<file path="config.mk">
export PLATFORM = sky130hd
export DESIGN_NAME = code_send_sequencer
export DESIGN_NICKNAME = d
export VERILOG_FILES = /design/src/rtl/code_send_sequencer.sv
export SDC_FILE = /design/constraint.sdc
export NUM_CORES = 1
export LEC_CHECK = 0
export ABC_AREA = 1
export CAP_MARGIN = 30
export CORE_AREA = 4 4 103 105
export DETAILED_ROUTE_END_ITERATION = 10
export DIE_AREA = 0 0 107 109
export GPL_TIMING_DRIVEN = 0
export HOLD_SLACK_MARGIN = 0.15
export MAX_ROUTING_LAYER = met4
export SLEW_MARGIN = 20
export SYNTH_ARGS = -nofsm -noshare
export SYNTH_HDL_FRONTEND = slang
export SYNTH_SLANG_ARGS = --single-unit
</file>
<file path="constraint.sdc">
create_clock -name hwclk -period 1.4 [get_ports hwclk]
set_input_delay 0.21 -clock hwclk [delete_from_list [all_inputs] [get_ports hwclk]]
set_output_delay 0.21 -clock hwclk [all_outputs]
set_load 0.02 [all_outputs]
</file>
<file path="src/rtl/code_send_sequencer.sv">
// code_send_sequencer
//  Buffers keypad digits and, on submit, streams them one at a time into the
//  single-digit sender stage: present num with enabled high until done, then
//  hold enabled low for a gap so the sender clears before the next digit.
//  Optional feature macro: SEND_TERM_EN appends a TERM_CODE digit to each code.
module code_send_sequencer #(
  parameter int          DEPTH      = 4,
  parameter int          PTR_W      = 2,
  parameter int          GAP_CYCLES = 120000,
  parameter logic [3:0]  TERM_CODE  = 4'd7
) (
  input  logic             hwclk,
  input  logic             rst_n,
  input  logic             key_valid,
  input  logic [3:0]       key_num,
  input  logic             submit,
  input  logic             clear,
  output logic [3:0]       snd_num,
  output logic             snd_enabled,
  input  logic             snd_done,
  output logic             busy,
  output logic [PTR_W:0]   count,
  output logic             full,
  output logic             overflow,
  output logic             sent
);

  // A zero gap still needs one low cycle so the sender can drop done.
  localparam int GAP_EFF = (GAP_CYCLES < 1) ? 1 : GAP_CYCLES;
  localparam int GAP_W   = $clog2(GAP_EFF + 1);

  localparam logic [GAP_W-1:0] GAP_LAST = GAP_W'(GAP_EFF - 1);
  localparam logic [GAP_W-1:0] GAP_ZERO = GAP_W'(0);
  localparam logic [GAP_W-1:0] GAP_ONE  = GAP_W'(1);
  localparam logic [PTR_W:0]   CNT_ZERO = (PTR_W + 1)'(0);
  localparam logic [PTR_W:0]   CNT_ONE  = (PTR_W + 1)'(1);
  localparam logic [PTR_W:0]   CNT_LAST = (PTR_W + 1)'(DEPTH - 1);

`ifdef SEND_TERM_EN
  localparam logic TERM_EN = 1'b1;
`else
  localparam logic TERM_EN = 1'b0;
`endif

  typedef enum logic [1:0] {
    ST_IDLE = 2'd0,
    ST_SEND = 2'd1,
    ST_GAP  = 2'd2
  } state_t;

  state_t           state_r;
  logic [3:0]       buf_r [DEPTH];
  logic [PTR_W:0]   count_r;
  logic [PTR_W:0]   rd_ptr_r;   // one extra bit so it can step past a full buffer
  logic [GAP_W-1:0] gap_cnt_r;
  logic             term_r;     // terminator pass of the current code in progress
  logic [3:0]       snd_num_r;
  logic             snd_enabled_r;
  logic             busy_r;
  logic             full_r;
  logic             overflow_r;
  logic             sent_r;

  logic             key_ok_s;
  logic [3:0]       first_num_s;

  // Key acceptance and the first digit to present when a send starts.
  always_comb begin
    key_ok_s    = 1'b0;
    first_num_s = 4'd0;
    if (key_valid && !full_r) begin
      key_ok_s = 1'b1;
    end else begin
      key_ok_s = 1'b0;
    end
    // Empty buffer with a same-cycle key: that key is the first digit.
    if (count_r == CNT_ZERO) begin
      first_num_s = key_num;
    end else begin
      first_num_s = buf_r[0];
    end
  end

  // Sequencer FSM with buffer storage and registered outputs.
  always_ff @(posedge hwclk or negedge rst_n) begin
    if (!rst_n) begin
      state_r       <= ST_IDLE;
      for (int i = 0; i < DEPTH; i++) buf_r[i] <= 4'd0;
      count_r       <= CNT_ZERO;
      rd_ptr_r      <= CNT_ZERO;
      gap_cnt_r     <= GAP_ZERO;
      term_r        <= 1'b0;
      snd_num_r     <= 4'd0;
      snd_enabled_r <= 1'b0;
      busy_r        <= 1'b0;
      full_r        <= 1'b0;
      overflow_r    <= 1'b0;
      sent_r        <= 1'b0;
    end else if (clear) begin
      state_r       <= ST_IDLE;
      count_r       <= CNT_ZERO;
      rd_ptr_r      <= CNT_ZERO;
      gap_cnt_r     <= GAP_ZERO;
      term_r        <= 1'b0;
      snd_num_r     <= 4'd0;
      snd_enabled_r <= 1'b0;
      busy_r        <= 1'b0;
      full_r        <= 1'b0;
      overflow_r    <= 1'b0;
      sent_r        <= 1'b0;
    end else begin
      sent_r <= 1'b0;
      case (state_r)
        ST_IDLE: begin
          if (key_ok_s) begin
            buf_r[count_r[PTR_W-1:0]] <= key_num;
            count_r                   <= count_r + CNT_ONE;
            full_r                    <= (count_r == CNT_LAST);
          end else if (key_valid) begin
            overflow_r <= 1'b1;
          end
          // Submit is evaluated after the same-cycle key so it is included.
          if (submit && ((count_r != CNT_ZERO) || key_ok_s)) begin
            state_r       <= ST_SEND;
            snd_enabled_r <= 1'b1;
            snd_num_r     <= first_num_s;
            rd_ptr_r      <= CNT_ZERO;
            term_r        <= 1'b0;
            busy_r        <= 1'b1;
          end
        end
        ST_SEND: begin
          if (snd_done) begin
            state_r       <= ST_GAP;
            snd_enabled_r <= 1'b0;
            rd_ptr_r      <= rd_ptr_r + CNT_ONE;
            gap_cnt_r     <= GAP_ZERO;
          end
        end
        ST_GAP: begin
          if (gap_cnt_r == GAP_LAST) begin
            gap_cnt_r <= GAP_ZERO;
            if (rd_ptr_r < count_r) begin
              state_r       <= ST_SEND;
              snd_enabled_r <= 1'b1;
              snd_num_r     <= buf_r[rd_ptr_r[PTR_W-1:0]];
            end else if (TERM_EN && !term_r) begin
              state_r       <= ST_SEND;
              snd_enabled_r <= 1'b1;
              snd_num_r     <= TERM_CODE;
              term_r        <= 1'b1;
            end else begin
              state_r    <= ST_IDLE;
              count_r    <= CNT_ZERO;
              rd_ptr_r   <= CNT_ZERO;
              term_r     <= 1'b0;
              overflow_r <= 1'b0;
              full_r     <= 1'b0;
              busy_r     <= 1'b0;
              sent_r     <= 1'b1;
            end
          end else begin
            gap_cnt_r <= gap_cnt_r + GAP_ONE;
          end
        end
        default: begin
          // Unreachable encoding: fall back to a clean idle.
          state_r       <= ST_IDLE;
          count_r       <= CNT_ZERO;
          rd_ptr_r      <= CNT_ZERO;
          gap_cnt_r     <= GAP_ZERO;
          term_r        <= 1'b0;
          snd_num_r     <= 4'd0;
          snd_enabled_r <= 1'b0;
          busy_r        <= 1'b0;
          full_r        <= 1'b0;
          overflow_r    <= 1'b0;
        end
      endcase
    end
  end

  assign snd_num     = snd_num_r;
  assign snd_enabled = snd_enabled_r;
  assign busy        = busy_r;
  assign count       = count_r;
  assign full        = full_r;
  assign overflow    = overflow_r;
  assign sent        = sent_r;

endmodule

</file>
==> out/summary.txt <==
Status - finished, violations left
Violated checks - setup timing
Clock Skews - 9.63 ps
Synth Area in Compound Gates - 5.48%
Drt drc - 0
DRT iter0 DRCs - 139
RSZ-0062 raised after global routing - true
Gpl congestion - 0.877
Worst reg2reg path endpoint - snd_num[3]$_DFFE_PN0P_
First-pass iteration count of the detailed router - 4
CTS Sinks - 50
Combinational share of power - 49.8%
Number of synthesis warnings - 0
Fmax - 0.622 GHz
Vias in the first global route - 2726
Syn nets - 411
H-tree depth - 2
Wire per inst - 12.5 um
Worst Hold Class - in2async
Die X-Extent - 107 um
Commonest non-fill, non-tap cell in the layout - nand2_1
Initial Util - 29.6%
Leakage - 0.00201 uW
Die Y - 109 um
CTS tree - built
Simple-gate share of the synthesized area - 35.6%
Die ar. - 11700 um^2
IO Port Bufs - 21
Clock group share of total power - 15.6%
Xor/xnor cell area share of the yosys netlist - 2.45%
Setup tns final - -3700 ps
DP Area - 3280 um^2
Core ar. - 9640 um^2
Seq pwr share - 34.6%
Top sig layer - met4
First-pass GRT wire length - 12.6 mm
ANT nets after route - 0
Peak supply drop - 0.904 mV
Overall power - 5730 uW
Post-synthesis mux area share - 0%
R2R cell count - 8
Critical Path RT - 1620 ps
Initial antenna violation count - 0
Slew HR - 56.9%
Clk slew on worst S/H paths - 100 ps
Final number of setup-violating endpoints - 32
Seq/Total Area, Yosys - 43.8%
Worst slew pin tran - 647 ps
Vias - 2689
Top Family by Delay on Critical Path - flip-flops
Synthesized area per cell - 7.28 um^2
Pwr dens - 1450 nW/um^2
CTS Buffer Depth - 2
CP Cell Sequence - inv_2, ha_4, a21oi_4, nand2_4, a21boi_4, nand3_2, nand2_1, nand2_1
CP startpoint kind - register
Most numerous cell on the critical path - nand2_1
WL met3 - 318 um
Final hold violations - 0
Root Driver - clkbuf_8
NetSw - 2440 uW
Final wirelength - 7.38 mm
R2r startpoint - count[2]$_DFFE_PN0P_
CP endpoint kind - register
Core Rows - 36
Ports - 22
P&R area growth vs syn - 38.6%
Fin crit share - 115%
Minimum clock period - 1610 ps
Detail Placement HPWL - 4.80 mm
Metal-1 WL - 3.20 mm
Crit-path max cell delay - 430 ps
Int Pwr - 3290 uW
FF+latch count, synth - 50
Metal2 WL - 3.77 mm
CP Buf/Inv Count - 1
Slowest-stage cell, CP - dfrtp_2
Final Max Tran Viols - 0
Largest family of logic cells by synthesized area - simple AND/OR/NAND/NOR gates
Share of cells above drive strength 1 - 27.9%
Total grt overflow - 0
Largest net degree at the start of global routing - 51
Netlist Area Pre-Place - 2860 um^2
CP max FO - 4
Yosys cell types - 27
MaxCap Viol Count - 0
WS Path Type - reg2reg
Sw Share - 42.6%
Reg2reg setup slack - -210 ps
Number of nets in the layout - 474
TritonCTS Buffers - 5
Worst-Skew Late Latency - 320 ps
Non-Filler Cell Area, Final - 3960 um^2
Post-layout worst setup margin - -207 ps
Synth Instances - 392
Ant diodes - 0
Post-layout util - 41.1%
Total GRT Usage - 13.9%
Worst Path Arrival - 1830 ps
DR vias/cell - 4.57
Commonest non-fill, non-tap cells in the layout - nand2_1, inv_1, dfrtp_1
Post-synthesis adder-cell area fraction - 3.94%
## routing by layer
metal	global-route usage [%]	vias to the layer above
li1	-	1349
met1	17.3	1271
met2	23.5	59
met3	2.25	10
met4	3.74	0
met5	-	-
## power by group through the flow
stage          sequential, uW  combinational [uW]  clock, uW
6_report                 1980                2860        891
5_1_grt                  2020                3200        970
4_1_cts                  1980                2650        922
3_5_place_dp             2030                2100          0
3_3_place_gp             2010                2080          0
2_1_floorplan            2090                1400          0
## stage by stage
stage	cells	hold WS [ps]	setup WS [ps]
4_1_cts	583	478	-159
6_report	589	452	-207
5_1_grt	589	513	-273
3_3_place_gp	546	461	-1580
2_1_floorplan	392	-85.6	-132
3_5_place_dp	546	294	-530
## Yosys cell counts (all sizes together)
cell type / n / area share, %
a21oi: 4 / 1.1
o21bai: 1 / 0.26
buf: 3 / 0.96
nand3: 33 / 6.3
dfrtp: 50 / 44
nand2: 143 / 19
a21boi: 2 / 0.66
o21ai: 19 / 3.5
xor2: 6 / 1.8
nand4: 14 / 3.1
inv: 58 / 7.6
or2: 1 / 0.22
nor2: 42 / 6.1
nor3: 4 / 0.70
ha: 9 / 3.9
xnor2: 2 / 0.61
clkbuf: 1 / 0.13
## repair_timing
item / 4_1_cts / 5_1_grt
pin swaps: 16 / 23
hold buffers: 1 / 0
cloned: 2 / 0
setup buffers: 26 / 8
setup endpoints to repair: 61 / 41
endpoints found under the hold margin: 50 / 0
gates resized for setup: 72 / 38
## state kept, by name (all words and copies together) (netlist names)
| name | count |
|---|---|
| gap_cnt_r | 17 |
| buf_r | 16 |
| snd_num | 4 |
| count | 3 |
| rd_ptr_r | 3 |
| state_r | 2 |
| busy | 1 |
| full | 1 |
| overflow | 1 |
| sent | 1 |
| snd_enabled | 1 |
## cells by family after synthesis
| kind of cell | Yosys count |
|---|---|
| AO/OA/AOI/OAI | 26 |
| XOR/XNOR | 8 |
| adder cells (fa/ha/maj) | 9 |
| buffers and inverters | 62 |
| flip-flops | 50 |
| AND/OR/NAND/NOR | 237 |
## how the worst max path moves through the flow
stage,start,slack [ps],to,cells past startpoint
floorplan,count[1]$_DFFE_PN0P_,-130,snd_num[0]$_DFFE_PN0P_,10
global placement,rst_n,-1580,count[0]$_DFFE_PN0P_,1
detailed placement,clear,-530,gap_cnt_r[10]$_DFFE_PN0P_,7
CTS,count[1]$_DFFE_PN0P_,-160,snd_num[3]$_DFFE_PN0P_,10
global route,count[2]$_DFFE_PN0P_,-270,snd_num[0]$_DFFE_PN0P_,8
finish,count[2]$_DFFE_PN0P_,-210,snd_num[3]$_DFFE_PN0P_,8
## final cells by class
type,count,area (um^2)
buffer,3,26.3
clock buffer,5,68.8
clock inverter,3,21.3
fill,1022,5680
inverter,58,245
multi-input combinational,280,1640
sequential,50,1260
tap,133,166
timing repair buffer,57,532
Power figures use the tool's default switching activity.
